==> src/rtl/fpu_issue_ctrl.sv <==
// Issue and writeback scheduler for one shared multi-latency FPU (add/sub, mul, div).
// Define FPU_CTRL_PERF_EN to add saturating perf_issue_cnt / perf_stall_cnt outputs.
module fpu_issue_ctrl #(
  parameter int LAT_ADDSUB = 3,
  parameter int LAT_MUL    = 4,
  parameter int LAT_DIV    = 8,
  parameter int TAG_W      = 4
) (
  input  logic             clk,
  input  logic             reset_n,
  input  logic             req_valid,
  output logic             req_ready,
  input  logic [1:0]       req_op,
  input  logic [31:0]      req_a,
  input  logic [31:0]      req_b,
  input  logic [TAG_W-1:0] req_tag,
  output logic [1:0]       fpu_op_mode,
  output logic [31:0]      fpu_a,
  output logic [31:0]      fpu_b,
  input  logic [31:0]      fpu_result,
  output logic             rsp_valid,
  output logic [31:0]      rsp_result,
  output logic [TAG_W-1:0] rsp_tag,
`ifdef FPU_CTRL_PERF_EN
  output logic [15:0]      perf_issue_cnt,
  output logic [15:0]      perf_stall_cnt,
`endif
  output logic             busy
);

  localparam logic [1:0] UNIT_AS  = 2'd0;
  localparam logic [1:0] UNIT_MUL = 2'd1;
  localparam logic [1:0] UNIT_DIV = 2'd2;

  // Slot p holds the op whose result is sampled p+1 edges from now.
  logic [LAT_DIV-1:0]            r_slot_vld;
  logic [LAT_DIV-1:0][1:0]       r_slot_unit;
  logic [LAT_DIV-1:0][TAG_W-1:0] r_slot_tag;
  logic [LAT_DIV-1:0]            w_slot_vld_nxt;
  logic [LAT_DIV-1:0][1:0]       w_slot_unit_nxt;
  logic [LAT_DIV-1:0][TAG_W-1:0] w_slot_tag_nxt;

  logic             r_init;
  logic             r_last_sub;
  logic [1:0]       r_op_mode;
  logic [1:0]       w_op_mode_nxt;
  logic [31:0]      r_fpu_a;
  logic [31:0]      r_fpu_b;
  logic             r_rsp_valid;
  logic [31:0]      r_rsp_result;
  logic [TAG_W-1:0] r_rsp_tag;

  logic [1:0] w_req_unit;
  int         w_req_lat;
  logic       w_collide;
  logic       w_conflict;
  logic       w_ready;
  logic       w_accept;

  // Map the requested opcode to its execution unit and latency.
  always_comb begin
    w_req_unit = UNIT_AS;
    w_req_lat  = LAT_ADDSUB;
    case (req_op)
      2'b10: begin
        w_req_unit = UNIT_MUL;
        w_req_lat  = LAT_MUL;
      end
      2'b11: begin
        w_req_unit = UNIT_DIV;
        w_req_lat  = LAT_DIV;
      end
      default: begin
        w_req_unit = UNIT_AS;
        w_req_lat  = LAT_ADDSUB;
      end
    endcase
  end

  // Stall on a writeback slot collision or when the op-mode mux is owned by another unit.
  always_comb begin
    w_collide = 1'b0;
    for (int p = 1; p < LAT_DIV; p++) begin
      w_collide = w_collide | ((p == w_req_lat) & r_slot_vld[p]);
    end
    w_conflict = r_slot_vld[1] & (r_slot_unit[1] != w_req_unit);
    w_ready    = r_init & ~w_collide & ~w_conflict;
    w_accept   = req_valid & w_ready;
  end

  // Shift the scoreboard toward slot 0 and drop a newly accepted op into slot L-1.
  always_comb begin
    w_slot_vld_nxt  = '0;
    w_slot_unit_nxt = '0;
    w_slot_tag_nxt  = '0;
    for (int p = 0; p < LAT_DIV - 1; p++) begin
      w_slot_vld_nxt[p]  = r_slot_vld[p+1];
      w_slot_unit_nxt[p] = r_slot_unit[p+1];
      w_slot_tag_nxt[p]  = r_slot_tag[p+1];
    end
    for (int p = 0; p < LAT_DIV; p++) begin
      w_slot_vld_nxt[p]  = (w_accept && (p == w_req_lat - 1)) ? 1'b1       : w_slot_vld_nxt[p];
      w_slot_unit_nxt[p] = (w_accept && (p == w_req_lat - 1)) ? w_req_unit : w_slot_unit_nxt[p];
      w_slot_tag_nxt[p]  = (w_accept && (p == w_req_lat - 1)) ? req_tag    : w_slot_tag_nxt[p];
    end
  end

  // A new op owns the mode; otherwise steer the mux to the unit whose capture cycle comes next.
  always_comb begin
    w_op_mode_nxt = r_op_mode;
    if (w_accept) begin
      w_op_mode_nxt = req_op;
    end else if (r_slot_vld[1]) begin
      case (r_slot_unit[1])
        UNIT_MUL: w_op_mode_nxt = 2'b10;
        UNIT_DIV: w_op_mode_nxt = 2'b11;
        default:  w_op_mode_nxt = {1'b0, r_last_sub};
      endcase
    end else begin
      w_op_mode_nxt = r_op_mode;
    end
  end

  // Scoreboard, FPU input registers and ready-enable state.
  always_ff @(posedge clk or negedge reset_n) begin
    if (!reset_n) begin
      r_init      <= 1'b0;
      r_slot_vld  <= '0;
      r_slot_unit <= '0;
      r_slot_tag  <= '0;
      r_op_mode   <= 2'b00;
      r_last_sub  <= 1'b0;
      r_fpu_a     <= 32'd0;
      r_fpu_b     <= 32'd0;
    end else begin
      r_init      <= 1'b1;
      r_slot_vld  <= w_slot_vld_nxt;
      r_slot_unit <= w_slot_unit_nxt;
      r_slot_tag  <= w_slot_tag_nxt;
      r_op_mode   <= w_op_mode_nxt;
      if (w_accept) begin
        r_fpu_a    <= req_a;
        r_fpu_b    <= req_b;
        r_last_sub <= (w_req_unit == UNIT_AS) ? req_op[0] : r_last_sub;
      end else begin
        r_fpu_a    <= r_fpu_a;
        r_fpu_b    <= r_fpu_b;
        r_last_sub <= r_last_sub;
      end
    end
  end

  // Capture the FPU result for the op sitting in slot 0 and emit a one-cycle response.
  always_ff @(posedge clk or negedge reset_n) begin
    if (!reset_n) begin
      r_rsp_valid  <= 1'b0;
      r_rsp_result <= 32'd0;
      r_rsp_tag    <= '0;
    end else if (r_slot_vld[0]) begin
      r_rsp_valid  <= 1'b1;
      r_rsp_result <= fpu_result;
      r_rsp_tag    <= r_slot_tag[0];
    end else begin
      r_rsp_valid  <= 1'b0;
      r_rsp_result <= r_rsp_result;
      r_rsp_tag    <= r_rsp_tag;
    end
  end

`ifdef FPU_CTRL_PERF_EN
  logic [15:0] r_issue_cnt;
  logic [15:0] r_stall_cnt;

  // Saturating issue and stall counters.
  always_ff @(posedge clk or negedge reset_n) begin
    if (!reset_n) begin
      r_issue_cnt <= 16'd0;
      r_stall_cnt <= 16'd0;
    end else begin
      if (w_accept && (r_issue_cnt != 16'hFFFF)) begin
        r_issue_cnt <= r_issue_cnt + 16'd1;
      end else begin
        r_issue_cnt <= r_issue_cnt;
      end
      if (req_valid && !w_ready && (r_stall_cnt != 16'hFFFF)) begin
        r_stall_cnt <= r_stall_cnt + 16'd1;
      end else begin
        r_stall_cnt <= r_stall_cnt;
      end
    end
  end

  assign perf_issue_cnt = r_issue_cnt;
  assign perf_stall_cnt = r_stall_cnt;
`endif

  assign req_ready   = w_ready;
  assign fpu_op_mode = r_op_mode;
  assign fpu_a       = r_fpu_a;
  assign fpu_b       = r_fpu_b;
  assign rsp_valid   = r_rsp_valid;
  assign rsp_result  = r_rsp_result;
  assign rsp_tag     = r_rsp_tag;
  assign busy        = (|r_slot_vld) | r_rsp_valid;

endmodule

==> config.mk <==
export PLATFORM = sky130hd
export DESIGN_NAME = fpu_issue_ctrl
export DESIGN_NICKNAME = d
export VERILOG_FILES = /design/src/rtl/fpu_issue_ctrl.sv
export SDC_FILE = /design/constraint.sdc
export NUM_CORES = 1
export LEC_CHECK = 0
export BUFFER_PORTS_ARGS = -buffer_cell sky130_fd_sc_hd__buf_2
export CAP_MARGIN = 20
export CELL_PAD_IN_SITES_DETAIL_PLACEMENT = 1
export CELL_PAD_IN_SITES_GLOBAL_PLACEMENT = 1
export CORE_ASPECT_RATIO = 1.1
export CORE_UTILIZATION = 36
export CTS_CLUSTER_DIAMETER = 80
export CTS_CLUSTER_SIZE = 16
export DETAILED_ROUTE_END_ITERATION = 8
export PLACE_DENSITY = 0.75
export SYNTH_ARGS = -nofsm -noshare
export SYNTH_HDL_FRONTEND = slang
export SYNTH_SLANG_ARGS = --single-unit
==> constraint.sdc <==
create_clock -name clk -period 2 [get_ports clk]
set_clock_uncertainty 0.1 [all_clocks]
set_input_delay 0.4 -clock clk [delete_from_list [all_inputs] [get_ports clk]]
set_output_delay 0.4 -clock clk [all_outputs]
set_load 0.005 [all_outputs]
; ---- Word-level counts from Yosys, hierarchy flattened
; Cells that the tools add are included.
[word_totals]
reg_bits = 159
input_bits = 105
out_inout_bits = 105
wordCells = 106
[op_classes]
n_addsub = 1
n_eq_ne = 19
muxes = 29
bitwise_logic = 20
reduce_logical = 13
[op_table]
columns = op, count
row1 = == test 4 x 32 -> 1 bit (first input constant), 8
row2 = == test 3 x 32 -> 1 bit (first input constant), 4
row3 = == test 2 x 32 -> 1 bit (first input constant), 2
row4 = zero test 32 bit, 1
row5 = 2-to-1 mux 4 bit, 8
row6 = subtractor 32 x 2 -> 32 bit (second input constant), 1
row7 = 2-to-1 mux 2 bit, 9
row8 = AND 1 bit, 11
row9 = 2-to-1 mux 1 bit, 9
row10 = logical AND 1 bit, 8
row11 = case mux 2 bit (2 select lines), 2
row12 = case mux 4 bit (2 select lines), 1
row13 = OR reduction 8 bit, 1
row14 = bitwise OR 1 bit, 7
row15 = == test 2 bit (second input constant), 3
row16 = == test 2 x 1 -> 1 bit (second input constant), 1
row17 = zero test 2 bit, 1
row18 = != test 2 bit, 1
row19 = NOT 1 bit, 2
row20 = AND reduction 2 bit, 1
row21 = nonzero test 2 bit, 1

; ---- Depth between registers and ports, before layout
; Gate-level depths: netlist of the first run.
[depth]
ltp_word = 16
depth_mapped = 6
mapped_depth_nobuf = 5

; ---- Worst setup path after synthesis of the first run
; No wires, ideal clock.
[synth_path]
path_type = input -> register
from = input req_op[1]
to = register r_fpu_a[15] (netlist: fpu_a[15])
setup_ns = 0.125
t_arrival_ns = 1.671
t_required_ns = 1.775
setup_slack_ns = 0.104
stages = 6
path_buffers = 2
cell_sequence = or3_4 -> a41oi_2 -> nand2_1 -> buf_6 -> buf_6 -> mux2_4
[synth_via]
elab_chain_cells = 14
word_cells_on_any_way = 31
classes_between = 10 x eq/ne / 2 x mux / 19 x bitwise
[synth_lines]
columns = element, line
row1 = "start, declared", 13  ; input logic [1:0] req_op,
row2 = == test 2 bit, 64  ; case (req_op)
row3 = case mux 4 bit (2 select lines), 64
row4 = == test 2 x 32 -> 1 bit / == test 3 x 32 -> 1 bit (equally long branches), 84  ; w_collide = w_collide | ((p == w_req_lat) & r_slot_vld[p]);
row5 = AND 1 bit, 84
row6 = bitwise OR 1 bit (6 in series), 84
row7 = NOT 1 bit, 87  ; w_ready = r_init & ~w_collide & ~w_conflict;
row8 = AND 1 bit, 87
row9 = AND 1 bit *, 87
row10 = AND 1 bit *, 88  ; w_accept = req_valid & w_ready;
row11 = "end signal, assigned", 142  ; r_fpu_a <= req_a;
row12 = "end signal, assigned", 146  ; r_fpu_a <= r_fpu_a;
row13 = "end, declared", 47  ; logic [31:0] r_fpu_a;
; Every way passes the cells marked *; elsewhere a longest branch is shown, timed or not.
; A chain may end at the register's enable or synchronous reset.

; ---- Worst setup path in the final report of the first run
[layout_path]
from = register r_slot_unit[2] (netlist name)
to = output req_ready
[layout_via]
elab_chain_cells = 4
[layout_lines]
columns = element, line
row1 = "start, declared", 37  ; logic [LAT_DIV-1:0][1:0] r_slot_unit;
row2 = "start signal, assigned", 138  ; r_slot_unit <= w_slot_unit_nxt;
row3 = != test 2 bit, 86  ; w_conflict = r_slot_vld[1] & (r_slot_unit[1] != w_req_unit);
row4 = AND 1 bit, 86
row5 = NOT 1 bit, 87
row6 = AND 1 bit, 87
row7 = "end, declared", 12  ; output logic req_ready,
; No other way between the ends.

==> run metrics, run 1 <==
Finished Layout Cells=roughly 770; Startpoint Class=flop; vias in the first global route=3809; # rows=48; leakage power=around 4 nW; Die Y=approximately 130 um; WL met1=4875 um; footprint of the multi-input gates=1680 sq um; worst setup margin=-0.05776 ns; status=finished, violations left; commonest non-fill, non-tap cell in the layout=buf_2; Layout fillers=1579; GPL Wtd Cong=~0.71; FF+latch count, synth=159; Ports=210; fraction of layout cells with a size suffix above 1=0.6637; initial antenna violation count=0; clk slew on worst S/H paths=about 0.070 ns; DR WL met3=785 um; Total Routing Usage GR=0.1616; Detailed Routing Iterations Pass 1=4; Critical Path RT=1.50 ns; Worst Setup EP=req_ready; failing checks=negative setup slack; setup violators final=1; area post-placement=7113 sq um; RSZ-0062 raised after global routing=yes; antenna viol nets, final=0; WL/cell=between 15 and 20 um; Sequential Area=around 4000 sq um; crit path launch=r_slot_unit[2]$_DFF_PN0_; worst r2r src=r_slot_unit[2]$_DFF_PN0_; critical path fanouts, max=4; final wirelength=between 10000 and 15000 um; Cell Pwr Density=1104 nW/um^2; Power, Total=8.560 mW; PortBufs=209; crit path DAT=between 1.5 and 2 ns; Worst-Skew Late Latency=0.41 ns; post-placement cell count=between 700 and 800; Num CTS Buffers=17; Netlist Area Pre-Place=5738 sq um; Finished Cell Area=7750 sq um; crit path time final=2.058 ns; fin nets=664; Final Cycle Share=1.029; Synth Warn #=0; hpwl dp=just over 9000 um; Root Driver=clkbuf_16; peak supply drop=0.6526 mV; Max Root-Sink Buffers=2; GRT overflow=0; metal2 WL=6739 um; Final Util=0.4963; worst reg2reg path endpoint=fpu_b[20]$_DFFE_PN0P_; Netlist cell types=29; first-pass GRT wire length=20040 um; Area contributors post-synth=dfrtp_1 (69%), mux2_2 (14%), mux2_4 (10%), buf_6 (0.98%), clkbuf_1 (0.72%); clk sinks=159; Max Freq=0.4860 GHz; Initial Utilization=0.3675; flop-to-flop setup slack=0.04 ns; Synth area leader=dfrtp_1; sequential share of the synthesized area=0.6934; highest metal used=met4; ant diodes=0; Synth Net Count=about 430; Residual DRC=0; CTS tree=done; core area=15620 sq um; vias=3502; Post-Syn Instances=328; share of the synthesized area in the top cell type=0.6934; kind of end point of the critical path=output port; most frequent cells in the layout=buf_2 (208), dfrtp_1 (159), mux2_2 (71); syn avg cell area=roughly 17 sq um; maxcap violations=0; # H-tree levels=4; kind of critical path=reg2out; largest net degree at the start of global routing=51; Reg2Reg Depth=5; Final Hold Vio Count=0; hold crit path type=in2reg; DR vias/cell=about 4.5; P&R area growth vs syn=35.06%; die area=16450 sq um; fin. max-slew vios=0; DR iter-0 viols=91; Die Span X=122.4 um
where the power goes:
part           total, mW  internal, mW  switching [mW]
Sequential          3.94          3.70           0.247
Combinational       1.43         0.875           0.556
Clock               3.19          1.78            1.41
Total               8.56          6.35            2.21
sequential cells by signal, indices dropped and copies added (netlist names):
name	flops
fpu_a	32
fpu_b	32
fpu_op_mode	2
r_init	1
r_last_sub	1
r_slot_tag	32
r_slot_unit	14
r_slot_vld	8
rsp_result	32
rsp_tag	4
rsp_valid	1
routing by layer:
metal / GRT usage / vias to the layer above
li1: - / 1583
met1: 0.1904 / 1780
met2: 0.2775 / 122
met3: 0.05102 / 17
met4: 0.05149 / 0
met5: 0 / -
what timing repair did:
item / CTS / global route
setup buffers: 1 / 0
hold buffers: 1 / 0
endpoints found under the setup margin: 2 / 70
pin swaps: 3 / 1
hold endpoints to repair: 37 / 0
resized for setup: 3 / 4
cell usage after synthesis:
| cell | n |
|---|---|
| nand4_1 | 1 |
| nand2b_1 | 3 |
| nor3b_1 | 1 |
| nand3_1 | 1 |
| mux2_2 | 71 |
| conb_1 | 2 |
| inv_1 | 1 |
| o21ai_0 | 2 |
| nand4bb_1 | 1 |
| buf_2 | 2 |
| mux2_4 | 39 |
| nand2_1 | 4 |
| and3_1 | 3 |
| nor4_1 | 1 |
| dfrtp_1 | 159 |
| a21oi_1 | 2 |
| nor3_1 | 1 |
| a41oi_2 | 1 |
| nand4b_1 | 1 |
| clkbuf_1 | 11 |
| nor2_2 | 1 |
| nor2b_1 | 3 |
| or3b_2 | 1 |
| and2_1 | 5 |
| ha_1 | 1 |
| mux2i_1 | 2 |
| buf_6 | 5 |
| or3_4 | 1 |
| nor2_1 | 2 |
cell families (layout without fill, tap and decap cells):
family                   Yosys count  after routing  synth area share
multiplexers                     112            112            0.2449
adder cells (fa/ha/maj)            1              1          0.002180
flip-flops                       159            159            0.6934
AND/OR/NAND/NOR                   30             30           0.03249
other                              2              2          0.001309
buffers and inverters             19            262           0.01941
AO/OA/AOI/OAI                      5              5          0.006324
per-stage QoR:
step / TNS (ns) / worst slack (ns) / hold slack (ns)
after global routing: -0.9157 / -0.1412 / 0.09049
after detailed placement: -3.647 / -0.09367 / 0.2358
after CTS: -0.1041 / -0.1041 / 0.08848
after global placement: -0.6613 / -0.02734 / 0.2314
final: -0.05776 / -0.05776 / 0.1124
after floorplan: 0 / 0.1040 / 0.004409
worst min path at each step:
stage | start | end | slack, ns | cells after the start
4_1_cts | req_b[6] | fpu_b[6]$_DFFE_PN0P_ | 0.09 | 2
3_5_place_dp | reset_n | fpu_a[12]$_DFFE_PN0P_ | 0.24 | 1
3_3_place_gp | r_slot_tag[6]$_DFF_PN0_ | r_slot_tag[2]$_DFF_PN0_ | 0.23 | 0
6_report | req_b[6] | fpu_b[6]$_DFFE_PN0P_ | 0.11 | 2
5_1_grt | req_b[6] | fpu_b[6]$_DFFE_PN0P_ | 0.09 | 2
2_1_floorplan | reset_n | fpu_a[0]$_DFFE_PN0P_ | 0.004 | 0
final cells by class:
class	instances	share of cell area
inverters	1	0.0004843
multi-input cells	150	0.2168
clock buffers	17	0.05489
flip-flops and latches	159	0.5134
well taps	200	0.03229
repair buffers	229	0.1608
clock inverters	15	0.02131
worst max-delay path, stage by stage, from the launching register on:
cell     delay (ns)
dfrtp_1        0.42
or3_4          0.39
nand4_1        0.07
and3_1         0.15
buf_2          0.11
No activity file was read; power rests on OpenSTA's default activity.
==> run 2, diff against run 1 <==
CORE_UTILIZATION = 40   (was 36)
PLACE_DENSITY = 0.79   (was 0.75)
SETUP_SLACK_MARGIN = 0.2   (was not set)
SLEW_MARGIN = 10   (was not set)
clock period = 2.3 ns   (was 2 ns; I/O delays follow)
==> run 2 against run 1 <==
  * The flow now finishes without violations
  * Flip-flop and latch count unchanged
  * Non-clock buffer count decreased by 11
  * Critical path type unchanged
  * Worst setup slack improved by 0.21 ns
==> run metrics, run 2 (synthesized netlist as in run 1, its figures left out) <==
clk slew on worst S/H paths=0.06 ns; CTS tree=done; initial antenna violation count=0; setup_tns=0 ns; Int Power=between 5 and 6 mW; Die Span X=116.2 um; pin slew with the least headroom to its limit=0.5081 ns; Startpoint Class=flop; hold crit path type=in2reg; # Post-CTS Setup Buffers=0; Reg2Reg Depth=5; Final Cycle Share=0.9317; Critical Path Max Stage Delay=roughly 0.44 ns; # rows=45; worst hold slack=between 0.15 and 0.2 ns; peak supply drop=0.4663 mV; vias in the first global route=3787; GPL Wtd Cong=0.6870; fraction of layout cells with a size suffix above 1=0.6476; # H-tree levels=4; crit path DAT=about 1.6 ns; leakage power=3.899 nW; final wirelength=12610 um; PortBufs=209; Ports=210; worst hold stages=2; kind of end point of the critical path=output port; DR iter-0 viols=100; Final Hold Vio Count=0; switching share of total power=0.2383; Worst slew margin=0.6613; post-placement cell count=715; setup violators final=0; fin. max-slew vios=0; Slowest cell on crit path=dfrtp_2; P&R area growth vs syn=32.75%; clk sinks=159; status=completed; commonest non-fill, non-tap cell in the layout=buf_2; P_sw=1.756 mW; Max Freq=approximately 0.47 GHz; Power, Total=7.368 mW; DR vias/cell=4.627; Layout fillers=1400; Root Driver=clkbuf_16; antenna viol nets, final=0; Clock power frac=0.367; Die Y=127.6 um; maxcap violations=0; first-pass GRT wire length=19590 um; crit path time final=2.143 ns; Detailed Routing Iterations Pass 1=3; Cell Pwr Density=roughly 970 nW/um^2; Residual DRC=0; GRT overflow=0; RSZ-0062 raised after global routing=yes; combinational share of power=0.167; Critical Path RT=1.74 ns; most frequent cells in the layout=buf_2 (208), dfrtp_1 (158), mux2_2 (71); hpwl dp=8906 um; ant diodes=0; critical path fanouts, max=5; Max Root-Sink Buffers=2; Initial Utilization=0.4126; fin nets=around 650; Num CTS Buffers=17; Worst-Skew Late Latency=0.41 ns; sequential power share=0.466; Total Routing Usage GR=0.1776; core area=~14000 sq um; critical-path cell list=or3_4 -> nand4_1 -> and3_1 -> buf_2; Finished Layout Cells=around 750; WL/cell=16.88 um; kind of critical path=reg2out; largest net degree at the start of global routing=67; die area=approximately 15000 sq um; vias=between 3000 and 4000
-- run 2: through the flow --
stage                     worst slack (ns)  area [sq um]    util
final                               0.1570          7617  0.5477
after global routing                0.1018          7617  0.5477
after CTS                           0.1211          7614  0.5475
after detailed placement           0.03514          7023  0.5050
after global placement              0.1351          7023  0.5050
after floorplan                     0.3440          5738       -
-- run 2: layer usage --
| layer | share of wire | track usage | vias up |
|---|---|---|---|
| met3 | 0.056 | 0.04839 | 23 |
| met5 | 0 | 0 | - |
| li1 | - | - | 1557 |
| met1 | 0.39 | 0.1987 | 1756 |
| met2 | 0.54 | 0.3144 | 120 |
| met4 | 0.019 | 0.07617 | 0 |
-- run 2: area by class of cell --
class,count,area [sq um],share of cell area
Sequential cell,159,3980,0.5225
Timing Repair Buffer,218,1160,0.1523
Clock buffer,22,464.2,0.06094
Inverter,1,3.754,0.0004928
Tap cell,188,235.2,0.03088
Clock inverter,9,110.1,0.01445
Multi-Input combinational cell,150,1664,0.2185
-- run 2: power by group through the flow --
stage	Combinational, mW	Sequential, mW	Clock (mW)
after floorplan	0.547	3.49	0
after global placement	1.19	3.45	0
after detailed placement	1.25	3.48	0
after CTS	1.26	3.44	2.79
after global routing	1.35	3.48	2.91
final	1.23	3.43	2.71
-- run 2: final timing paths --
path / startpoint / end / slack, ns
min in group asynchronous: reset_n / fpu_a[13]$_DFFE_PN0P_ / 0.45
worst max register to register: r_slot_unit[2]$_DFF_PN0_ / fpu_b[6]$_DFFE_PN0P_ / 0.21
worst min register to register: r_slot_tag[22]$_DFF_PN0_ / r_slot_tag[18]$_DFF_PN0_ / 0.25
worst min-delay path: req_b[16] / fpu_b[16]$_DFFE_PN0P_ / 0.17
max in group asynchronous: reset_n / fpu_a[19]$_DFFE_PN0P_ / 0.99
worst max-delay path: r_slot_unit[2]$_DFF_PN0_ / req_ready / 0.16
-- run 2: timing repair --
item	CTS	global route
endpoints found under the setup margin	6	44
endpoints found under the hold margin	47	0
resized for setup	2	1
hold buffers	1	0
pin swaps	3	2
-- run 2: critical path: cells and delay by family (launching register included) --
kind	cells	cell delay [ns]
and+or+nand+nor	3	0.62
DFF	1	0.44
buffers and inverters	1	0.11
